==> src/rtl/seg7_capture_decoder_pkg.sv <==
`default_nettype none
// ============================================================================
// Module      : seg7_pkg
// Description : Shared definitions for the 7-segment capture decoder:
//               active-low digit patterns, FSM state encoding and the
//               pattern-to-nibble decode helper.
// Revision    : 1.0 - initial release
// ============================================================================
package seg7_pkg;

    // Active-low segment patterns, bit0 = a ... bit6 = g
    localparam logic [6:0] SEG_0 = 7'h40;
    localparam logic [6:0] SEG_1 = 7'h79;
    localparam logic [6:0] SEG_2 = 7'h24;
    localparam logic [6:0] SEG_3 = 7'h30;
    localparam logic [6:0] SEG_4 = 7'h19;
    localparam logic [6:0] SEG_5 = 7'h12;
    localparam logic [6:0] SEG_6 = 7'h02;
    localparam logic [6:0] SEG_7 = 7'h78;
    localparam logic [6:0] SEG_8 = 7'h00;
    localparam logic [6:0] SEG_9 = 7'h18;
    localparam logic [6:0] SEG_A = 7'h08;
    localparam logic [6:0] SEG_B = 7'h03;
    localparam logic [6:0] SEG_C = 7'h46;
    localparam logic [6:0] SEG_D = 7'h21;
    localparam logic [6:0] SEG_E = 7'h06;
    localparam logic [6:0] SEG_F = 7'h0E;

    // Capture FSM encoding
    typedef enum logic [1:0] {
        CAP_LO = 2'd0,
        CAP_HI = 2'd1,
        HOLD   = 2'd2
    } state_t;

    // Returns {illegal, nibble}; unknown patterns decode to nibble 0
    function automatic logic [4:0] seg_to_nibble(input logic [6:0] seg);
        logic [4:0] r;
        case (seg)
            SEG_0:   r = 5'h00;
            SEG_1:   r = 5'h01;
            SEG_2:   r = 5'h02;
            SEG_3:   r = 5'h03;
            SEG_4:   r = 5'h04;
            SEG_5:   r = 5'h05;
            SEG_6:   r = 5'h06;
            SEG_7:   r = 5'h07;
            SEG_8:   r = 5'h08;
            SEG_9:   r = 5'h09;
            SEG_A:   r = 5'h0A;
            SEG_B:   r = 5'h0B;
            SEG_C:   r = 5'h0C;
            SEG_D:   r = 5'h0D;
            SEG_E:   r = 5'h0E;
            SEG_F:   r = 5'h0F;
            default: r = 5'h10;
        endcase
        return r;
    endfunction

endpackage
`default_nettype wire

==> src/rtl/seg7_capture_decoder_if.sv <==
`default_nettype none
// ============================================================================
// Module      : seg7_capture_decoder_if
// Description : Segment-bus input side and valid/ready output side of the
//               capture decoder, bundled for port connection.
// Revision    : 1.0 - initial release
// ============================================================================
interface seg7_capture_decoder_if;

    logic [6:0] seg_in;
    logic       seg_valid;
    logic       digit_sel;
    logic       out_ready;
    logic [7:0] out_value;
    logic       out_valid;
    logic       out_err;
    logic       busy;

    // Producer of the segment bus and consumer of the decoded value
    modport master (
        output seg_in,
        output seg_valid,
        output digit_sel,
        output out_ready,
        input  out_value,
        input  out_valid,
        input  out_err,
        input  busy
    );

    // The decoder itself
    modport slave (
        input  seg_in,
        input  seg_valid,
        input  digit_sel,
        input  out_ready,
        output out_value,
        output out_valid,
        output out_err,
        output busy
    );

endinterface
`default_nettype wire

==> src/rtl/seg7_capture_decoder_stability_filter.sv <==
`default_nettype none
// ============================================================================
// Module      : seg7_stability_filter
// Description : Counts consecutive identical qualifying samples and pulses
//               accept when STABLE_CYCLES of them have been seen in a row.
// Revision    : 1.0 - initial release
// ============================================================================
module seg7_stability_filter #(
    parameter int STABLE_CYCLES = 4,
    parameter int CNT_W         = 8
) (
    input  logic       clock,
    input  logic       reset,
    input  logic       qualify,
    input  logic [6:0] seg_in,
    output logic       accept,
    output logic       count_nz
);

    localparam logic [CNT_W-1:0] C_STABLE = CNT_W'(STABLE_CYCLES);
    localparam logic [CNT_W-1:0] C_ONE    = CNT_W'(1);

    logic [6:0]       prev_q, prev_d;
    logic [CNT_W-1:0] count_q, count_d;
    logic [CNT_W-1:0] w_count_next;

    // Run-length update; the accepting edge returns the count to zero
    always_comb begin
        prev_d       = prev_q;
        count_d      = count_q;
        w_count_next = '0;
        accept       = 1'b0;
        if (qualify) begin
            if ((seg_in == prev_q) && (count_q != '0)) begin
                w_count_next = count_q + C_ONE;
            end else begin
                prev_d       = seg_in;
                w_count_next = C_ONE;
            end
            if (w_count_next == C_STABLE) begin
                accept  = 1'b1;
                count_d = '0;
            end else begin
                count_d = w_count_next;
            end
        end else begin
            count_d = '0;
        end
    end

    // Filter state registers
    always_ff @(posedge clock) begin
        if (reset) begin
            prev_q  <= '0;
            count_q <= '0;
        end else begin
            prev_q  <= prev_d;
            count_q <= count_d;
        end
    end

    assign count_nz = (count_q != '0);

endmodule
`default_nettype wire

==> src/rtl/seg7_capture_decoder.sv <==
`default_nettype none
// ============================================================================
// Module      : seg7_capture_decoder
// Description : Samples a two-digit multiplexed active-low 7-segment bus,
//               debounces each digit, decodes it and presents the assembled
//               byte on a valid/ready handshake.
// Revision    : 1.0 - initial release
// ============================================================================
module seg7_capture_decoder
    import seg7_pkg::*;
#(
    parameter int STABLE_CYCLES = 4,
    parameter int CNT_W         = 8
) (
    input  logic                  clock,
    input  logic                  reset,
    seg7_capture_decoder_if.slave bus
);

    state_t     state_q, state_d;
    logic [3:0] lo_q, lo_d;
    logic       err_q, err_d;
    logic [7:0] out_value_q, out_value_d;
    logic       out_valid_q, out_valid_d;
    logic       out_err_q, out_err_d;

    logic       w_qualify;
    logic       w_accept;
    logic       w_count_nz;
    logic [4:0] w_dec;

    // A sample counts only while the bus shows the digit this state expects
    assign w_qualify = bus.seg_valid &&
                       (((state_q == CAP_LO) && !bus.digit_sel) ||
                        ((state_q == CAP_HI) &&  bus.digit_sel));

    // On an accepting edge the current sample is the stable pattern
    assign w_dec = seg_to_nibble(bus.seg_in);

    seg7_stability_filter #(
        .STABLE_CYCLES (STABLE_CYCLES),
        .CNT_W         (CNT_W)
    ) u_filter (
        .clock    (clock),
        .reset    (reset),
        .qualify  (w_qualify),
        .seg_in   (bus.seg_in),
        .accept   (w_accept),
        .count_nz (w_count_nz)
    );

    // Frame sequencing: low digit, high digit, then hold until consumed
    always_comb begin
        state_d     = state_q;
        lo_d        = lo_q;
        err_d       = err_q;
        out_value_d = out_value_q;
        out_valid_d = out_valid_q;
        out_err_d   = out_err_q;
        case (state_q)
            CAP_LO: begin
                if (w_accept) begin
                    lo_d    = w_dec[3:0];
                    err_d   = err_q | w_dec[4];
                    state_d = CAP_HI;
                end
            end
            CAP_HI: begin
                if (w_accept) begin
                    out_value_d = {w_dec[3:0], lo_q};
                    out_err_d   = err_q | w_dec[4];
                    out_valid_d = 1'b1;
                    state_d     = HOLD;
                end
            end
            HOLD: begin
                if (out_valid_q && bus.out_ready) begin
                    out_valid_d = 1'b0;
                    err_d       = 1'b0;
                    state_d     = CAP_LO;
                end
            end
            default: begin
                state_d = CAP_LO;
            end
        endcase
    end

    // FSM and output registers
    always_ff @(posedge clock) begin
        if (reset) begin
            state_q     <= CAP_LO;
            lo_q        <= '0;
            err_q       <= 1'b0;
            out_value_q <= '0;
            out_valid_q <= 1'b0;
            out_err_q   <= 1'b0;
        end else begin
            state_q     <= state_d;
            lo_q        <= lo_d;
            err_q       <= err_d;
            out_value_q <= out_value_d;
            out_valid_q <= out_valid_d;
            out_err_q   <= out_err_d;
        end
    end

    assign bus.out_value = out_value_q;
    assign bus.out_valid = out_valid_q;
    assign bus.out_err   = out_err_q;
    assign bus.busy      = (state_q != CAP_LO) || w_count_nz;

endmodule
`default_nettype wire

==> src/flat_wrapper.sv <==
// flat-port wrapper written by rule: the top's interface ports become plain ports
module seg7_capture_decoder_flat import seg7_pkg::*;
#(
    parameter int STABLE_CYCLES = 4,
    parameter int CNT_W         = 8
)
  (clock, reset, bus_seg_in, bus_seg_valid, bus_digit_sel, bus_out_ready, bus_out_value, bus_out_valid, bus_out_err, bus_busy);
  seg7_capture_decoder_if bus_i ();
  input  logic clock;
  input  logic reset;
  input wire logic [$bits(bus_i.seg_in)-1:0] bus_seg_in;
  input wire logic [$bits(bus_i.seg_valid)-1:0] bus_seg_valid;
  input wire logic [$bits(bus_i.digit_sel)-1:0] bus_digit_sel;
  input wire logic [$bits(bus_i.out_ready)-1:0] bus_out_ready;
  output wire logic [$bits(bus_i.out_value)-1:0] bus_out_value;
  output wire logic [$bits(bus_i.out_valid)-1:0] bus_out_valid;
  output wire logic [$bits(bus_i.out_err)-1:0] bus_out_err;
  output wire logic [$bits(bus_i.busy)-1:0] bus_busy;
  assign bus_i.seg_in = bus_seg_in;
  assign bus_i.seg_valid = bus_seg_valid;
  assign bus_i.digit_sel = bus_digit_sel;
  assign bus_i.out_ready = bus_out_ready;
  assign bus_out_value = bus_i.out_value;
  assign bus_out_valid = bus_i.out_valid;
  assign bus_out_err = bus_i.out_err;
  assign bus_busy = bus_i.busy;
  seg7_capture_decoder #(.STABLE_CYCLES(STABLE_CYCLES), .CNT_W(CNT_W)) u_core (.clock(clock), .reset(reset), .bus(bus_i));
endmodule
==> config.mk <==
export PLATFORM = sky130hd
export DESIGN_NAME = seg7_capture_decoder_flat
export DESIGN_NICKNAME = d
export VERILOG_FILES = /design/src/rtl/seg7_capture_decoder_pkg.sv /design/src/rtl/seg7_capture_decoder_if.sv /design/src/rtl/seg7_capture_decoder_stability_filter.sv /design/src/rtl/seg7_capture_decoder.sv /design/src/flat_wrapper.sv
export SDC_FILE = /design/constraint.sdc
export NUM_CORES = 1
export LEC_CHECK = 0
export ABC_AREA = 1
export CAP_MARGIN = 20
export CORE_UTILIZATION = 45
export CTS_BUF_LIST = sky130_fd_sc_hd__clkbuf_8
export DETAILED_ROUTE_END_ITERATION = 12
export PLACE_DENSITY_LB_ADDON = 0.25
export SLEW_MARGIN = 25
export SYNTH_ARGS = -nofsm -noshare
export SYNTH_HDL_FRONTEND = slang
export SYNTH_SLANG_ARGS = --single-unit
==> constraint.sdc <==
create_clock -name clock -period 2.6 [get_ports clock]
set_clock_uncertainty 0.15 [all_clocks]
set_input_delay 0.39 -clock clock [delete_from_list [all_inputs] [get_ports clock]]
set_output_delay 0.39 -clock clock [all_outputs]
set_load 0.03 [all_outputs]
==> results of run 1 <==
-- area by class of cell --
class	instances	area, um2
clock buffer	6	82.6
clock inverter	2	10.0
fill	377	1770
inverter	48	180
tap	50	62.6
sequential	32	641
timing repair buffer	27	258
multi-input combinational	209	995
-- metrics by stage --
step | setup slack [ns] | util [%] | cell area (um2) | hold slack [ns] | cells
global route | 0.0680 | 55.7 | 2230 | 0.352 | 374
floorplan | 0.755 | - | 1860 | 0.294 | 296
CTS | 0.166 | 55.7 | 2230 | 0.329 | 374
global placement | 0.233 | 53.4 | 2140 | 0.309 | 366
finish | 0.177 | 55.7 | 2230 | 0.325 | 374
detailed placement | 0.206 | 53.4 | 2140 | 0.318 | 366
-- how the worst max path moves through the flow --
stage,end,cells past startpoint
6_report,bus_busy,6
5_1_grt,bus_busy,6
4_1_cts,bus_busy,6
3_5_place_dp,u_core.err_q$_SDFFE_PP0P_,11
3_3_place_gp,u_core.err_q$_SDFFE_PP0P_,11
2_1_floorplan,u_core.bus.out_value[7]$_SDFFE_PP0P_,9
-- power by group through the flow --
stage | clock network [mW] | logic (mW) | registers (mW)
final | 0.395 | 0.0988 | 0.501
after global routing | 0.433 | 0.110 | 0.501
after CTS | 0.407 | 0.0987 | 0.501
after detailed placement | 0 | 0.0986 | 0.512
after global placement | 0 | 0.0976 | 0.512
after floorplan | 0 | 0.0584 | 0.511
-- layer usage --
| layer | up-vias | track usage, % |
|---|---|---|
| li1 | 969 | - |
| met1 | 761 | 23.0 |
| met2 | 31 | 34.6 |
| met3 | 10 | 5.52 |
| met4 | 0 | 9.31 |
| met5 | - | 0 |
-- layout by cell type (no fill, tap or decap) --
| cell type | n |
|---|---|
| ha_1 | 2 |
| o21ai_0 | 5 |
| nand4_1 | 4 |
| xor2_1 | 3 |
| o211a_1 | 1 |
| clkbuf_8 | 6 |
| nand4_2 | 2 |
| buf_4 | 5 |
| nand2_1 | 72 |
| nor2_1 | 58 |
| nand2_2 | 3 |
| clkinv_2 | 2 |
| clkdlybuf4s50_1 | 22 |
| o21ai_1 | 4 |
| xnor2_1 | 1 |
| inv_2 | 4 |
| a31oi_1 | 1 |
| inv_1 | 44 |
| o31ai_1 | 1 |
| nand3_2 | 3 |
| nand3_1 | 19 |
| nand3b_1 | 3 |
| dfxtp_1 | 32 |
| or2_1 | 1 |
| nor2_2 | 7 |
| or2_2 | 2 |
| a21oi_1 | 12 |
| o21bai_1 | 1 |
| nor3_1 | 3 |
| nor3_4 | 1 |
-- worst max-delay path, cell delays in order, from the launching register on --
cell             delay (ns)
dfxtp_1                0.40
inv_1                  0.11
ha_1                   0.21
nand3_1                0.08
nor2_1                 0.07
nand2_1                0.07
clkdlybuf4s50_1        0.66
-- cells by family (layout without fill, tap and decap cells) --
kind of cell | count (synthesis) | after routing | synth area share, %
AO/OA/AOI/OAI | 25 | 25 | 7.32
flip-flops | 32 | 32 | 34.4
XOR/XNOR | 4 | 4 | 1.88
AND/OR/NAND/NOR | 178 | 178 | 42.8
buffers and inverters | 55 | 83 | 12.3
adder cells (fa/ha/maj) | 2 | 2 | 1.34
-- registers in the layout, indices dropped and copies added, names as in the netlist --
signal / count
u_core.bus.out_value: 8
u_core.u_filter.count_q: 8
u_core.u_filter.prev_q: 7
u_core.lo_q: 4
u_core.state_q: 2
u_core.bus.out_err: 1
u_core.bus.out_valid: 1
u_core.err_q: 1
==> impl_metrics.json, run 1 <==
{
  "max-vdd-ir-drop_mv": 0.281,
  "gp_congestion": 0.862,
  "slew_viol_final": 0,
  "ys_seq_area_share_pct": 34.4,
  "cts_tree": "built",
  "switching_share_pct": 24.8,
  "fin_crit_sh_pct": 93.2,
  "yosysMostFrequentCell": "nand2_1",
  "finalPower_mw": 0.995,
  "num_rows": 23,
  "yosysWarnings": 0,
  "area_growth_pct": 19.5,
  "p_int_mw": 0.748,
  "fin_setup_tns_ns": 0,
  "initial_core_util_pct": 46.6,
  "rsz0062_at_grt": "false",
  "drt_iter0_drc": 88,
  "min_from": "u_core.u_filter.prev_q[4]$_SDFFE_PP0P_",
  "synth_top_area_share_pct": 34.4,
  "p_comb_share_pct": 9.9,
  "wl_met1_um": 1790,
  "clock_sinks": 32,
  "synth_area_mm2": 0.00186,
  "grt_usage_pct": 20.2,
  "path_class": "reg2out",
  "synthTopCellsByCount": "nand2_1 (72), nor2_1 (58), inv_1 (44)",
  "r2r_end": "u_core.u_filter.count_q[7]$_SDFF_PP0_",
  "io_buffers": 22,
  "dr.pass1.iters": 4,
  "worstReg2RegStart": "u_core.u_filter.count_q[0]$_SDFF_PP0_",
  "cp_max_fo": 4,
  "pwr-share-seq_pct": 50.4,
  "htree_levels": 2,
  "antenna_found_initial": 0,
  "slew-limit-headroom_pct": 75.8,
  "vias": 1771,
  "routed_via_density": 4.74,
  "max_freq_ghz": 0.413,
  "cts-buffers-inserted": 5,
  "r2r_cells": 9,
  "worstPathArrival_ns": 1.88,
  "crit_start": "u_core.u_filter.count_q[0]$_SDFF_PP0_",
  "synth_nets": 310,
  "hold_depth": 2,
  "io_pins": 23,
  "worst_pin_slew_ns": 0.362,
  "clock_tree.root_cell": "clkbuf_8",
  "finalHoldViolCount": 0,
  "synth-seq-cells": 32,
  "critPathCaptureType": "output pin",
  "die_area_mm2": 0.00440,
  "nets": 337,
  "design.core.area_mm2": 0.00400,
  "ctsResizeCount": 0,
  "maxUsedRoutingLayer": "met4",
  "regToRegSetupSlack_ns": 0.51,
  "worst_ep_required_time_ns": 2.06,
  "postSynthAreaPerCell_um2": 6.30,
  "ys_async_sr_fraction_pct": 0,
  "synth_edf_count": 0,
  "power_density_mw_per_mm2": 446,
  "dr_wl_met3_um": 138,
  "layout_min_cycle_time_ns": 2.42,
  "holdBufCountCts": 0,
  "synth_top_area_cell": "dfxtp_1",
  "grt_max_degree": 21,
  "drive_above_1_share_pct": 10.8,
  "synthCells": 296,
  "setup_violations": 0,
  "synth_area_leaders": "dfxtp_1 (34%), nand2_1 (14%), nor2_1 (12%)",
  "grt_pass1_vias": 1567,
  "n_antenna_cell": 0,
  "postRouteAntennaNets": 0,
  "overflow": 0,
  "avgRoutedWirePerCell_um": 10.4,
  "dr_wl_met2_um": 1870,
  "hold-path-endpoint": "u_core.u_filter.prev_q[4]$_SDFFE_PP0P_",
  "dp_hpwl_um": 3010,
  "wl_um": 3900,
  "p_sw_mw": 0.247,
  "die_w_um": 66.4,
  "drc_errors": 0,
  "p_leak_nw": 1.07,
  "hold_class": "reg2reg",
  "grt_pass1_wl_um": 6640,
  "clockBufferDepth": 2,
  "insertion_delay_ns": 0.28,
  "cp-start-kind": "flop",
  "clkTransAtPathRegs_ns": 0.07,
  "yosysUniqueCellTypes": 30,
  "clockPowerShare_pct": 39.7,
  "postCtsSetupBuffers": 0,
  "die_y_um": 66.4,
  "status": "completed",
  "synth_flop_cell": "dfxtp_1",
  "drv_cap": 0
}
Note: power is estimated with default switching activity, not from simulation.
==> run 2: changes to the inputs <==
--- a/config.mk
+++ b/config.mk
@@ -10,7 +10,7 @@
 export CORE_UTILIZATION = 45
 export CTS_BUF_LIST = sky130_fd_sc_hd__clkbuf_8
 export DETAILED_ROUTE_END_ITERATION = 12
-export PLACE_DENSITY_LB_ADDON = 0.25
+export PLACE_DENSITY_LB_ADDON = 0.15
 export SLEW_MARGIN = 25
 export SYNTH_ARGS = -nofsm -noshare
 export SYNTH_HDL_FRONTEND = slang
==> run 2 against run 1 <==
The flow now finishes with violations (DRC). Critical endpoint unchanged. Sequential share of layout area decreased by 0.19 points. Cell area increased by 0.67%. Routed wire length decreased by 6.1%. Global-route usage decreased by 1.2 points.
==> impl_metrics.json, run 2 (synthesis results as in run 1) <==
{
  "status": "complete, but fails checks",
  "violations": "DRC",
  "drt_iter0_drc": 81,
  "max-vdd-ir-drop_mv": 0.237,
  "grt_usage_pct": 19.0,
  "dr.pass1.iters": 10,
  "path_class": "reg2out",
  "rsz0062_at_grt": "false",
  "layout_common_cells": "nand2_1 (72), nor2_1 (58), inv_1 (45)",
  "insertion_delay_ns": 0.28,
  "finalPower_mw": 1.06,
  "worst_pin_slew_ns": 0.351,
  "clock_sinks": 32,
  "clkTransAtPathRegs_ns": 0.06,
  "p_leak_nw": 1.08,
  "die_y_um": 66.4,
  "drv_cap": 0,
  "placed_cells": 366,
  "die_w_um": 66.4,
  "pwr-share-seq_pct": 47.3,
  "hold_class": "reg2reg",
  "holdBufCountCts": 0,
  "antenna_found_initial": 0,
  "avgRoutedWirePerCell_um": 9.79,
  "cts-buffers-inserted": 5,
  "initial_core_util_pct": 46.6,
  "postRouteAntennaNets": 0,
  "setup_violations": 0,
  "fin_setup_tns_ns": 0,
  "die_area_mm2": 0.00440,
  "design.core.area_mm2": 0.00400,
  "p_comb_share_pct": 9.3,
  "grt_pass1_wl_um": 6420,
  "ctsResizeCount": 0,
  "dpl_cell_area_mm2": 0.00214,
  "num_rows": 23,
  "gp_congestion": 1.00,
  "fin_area_mm2": 0.00224,
  "switching_share_pct": 22.8,
  "dp_hpwl_um": 2830,
  "critical-path-top-delay-family": "buffers and inverters",
  "final_cells": 374,
  "postCtsSetupBuffers": 0,
  "n_antenna_cell": 0,
  "slowest_stage": "clkdlybuf4s50_1",
  "worstPathArrival_ns": 1.83,
  "drc_errors": 2,
  "nets": 337,
  "cp-start-kind": "flop",
  "slew_viol_final": 0,
  "clockPowerShare_pct": 43.5,
  "worst_ep_required_time_ns": 2.06,
  "layout_min_cycle_time_ns": 2.37,
  "routed_via_density": 4.69,
  "whs_ns": 0.317,
  "io_buffers": 22,
  "max_freq_ghz": 0.422,
  "worst-path-buf-inv": 2,
  "cp_slowest_stage_delay_ns": 0.66,
  "clock_tree.root_cell": "clkbuf_8",
  "fillCellCount": 406,
  "wl_um": 3660,
  "grt_max_degree": 21,
  "power_density_mw_per_mm2": 472,
  "htree_levels": 2,
  "clockBufferDepth": 2,
  "vias": 1754,
  "critPathCaptureType": "output pin",
  "path_cells": "inv_1 > ha_1 > nand3_1 > nor2_1 > nand2_1 > clkdlybuf4s50_1",
  "cts_tree": "built",
  "grt_pass1_vias": 1519,
  "fin_crit_sh_pct": 91.2,
  "drive_above_1_share_pct": 10.5,
  "slew-limit-headroom_pct": 76.4,
  "p_sw_mw": 0.242,
  "io_pins": 23,
  "overflow": 0,
  "p_int_mw": 0.817,
  "finalHoldViolCount": 0,
  "area_growth_pct": 20.3,
  "layout_commonest_cell": "nand2_1",
  "cp_max_fo": 4
}
-- run 2: cell count changes in the layout (fill, tap and decap cells not counted), sizes merged --
cell and change:
bufinv +1, clkbuf -1, clkinv -1, inv +1
-- run 2: area by class of cell --
| type | count | area (um2) | share of cell area, % |
|---|---|---|---|
| clock buffer | 5 | 68.8 | 3.07 |
| clock inverter | 3 | 38.8 | 1.73 |
| inverter | 48 | 180 | 8.03 |
| multi-input combinational | 209 | 995 | 44.3 |
| sequential | 32 | 641 | 28.6 |
| tap | 50 | 62.6 | 2.79 |
| timing repair buffer | 27 | 258 | 11.5 |
-- run 2: metrics by stage --
stage | worst slack (ns) | utilization, %
floorplan | 0.755 | -
global placement | 0.188 | 53.4
detailed placement | 0.170 | 53.4
CTS | 0.213 | 56.1
global route | 0.121 | 56.1
finish | 0.228 | 56.1
-- run 2: power groups by stage --
stage	Clock [mW]	Sequential [mW]	Combinational (mW)
6_report	0.460	0.501	0.0981
5_1_grt	0.496	0.501	0.111
4_1_cts	0.474	0.500	0.0981
3_5_place_dp	0	0.512	0.0978
3_3_place_gp	0	0.512	0.0985
2_1_floorplan	0	0.511	0.0584
-- run 2: worst paths after layout --
check / start / to / slack [ns] / cells after the start
setup / recovery: u_core.u_filter.count_q[0]$_SDFF_PP0_ / bus_busy / 0.23 / 6
hold / removal: u_core.u_filter.prev_q[4]$_SDFFE_PP0P_ / u_core.u_filter.prev_q[4]$_SDFFE_PP0P_ / 0.32 / 2
setup reg to reg: u_core.u_filter.count_q[0]$_SDFF_PP0_ / u_core.err_q$_SDFFE_PP0P_ / 0.57 / 9
hold reg to reg: u_core.u_filter.prev_q[4]$_SDFFE_PP0P_ / u_core.u_filter.prev_q[4]$_SDFFE_PP0P_ / 0.32 / 2
-- run 2: per-layer routing --
| layer | vias to the layer above | part of all wire (%) | track usage, % | routed length, um |
|---|---|---|---|---|
| li1 | 967 | - | - | - |
| met1 | 750 | 47 | 22.8 | 1730 |
| met2 | 32 | 47 | 32.8 | 1740 |
| met3 | 5 | 3.9 | 4.66 | 142 |
| met4 | 0 | 1.3 | 6.12 | 49 |
| met5 | - | 0 | 0 | 0 |
-- run 2: worst reg2reg max path, delay by kind of cell, from the launching register on --
family | cells | cell delay [ns]
and+or+nand+nor | 7 | 1.01
DFF | 1 | 0.40
buffers and inverters | 1 | 0.10
adders and majority gates | 1 | 0.32
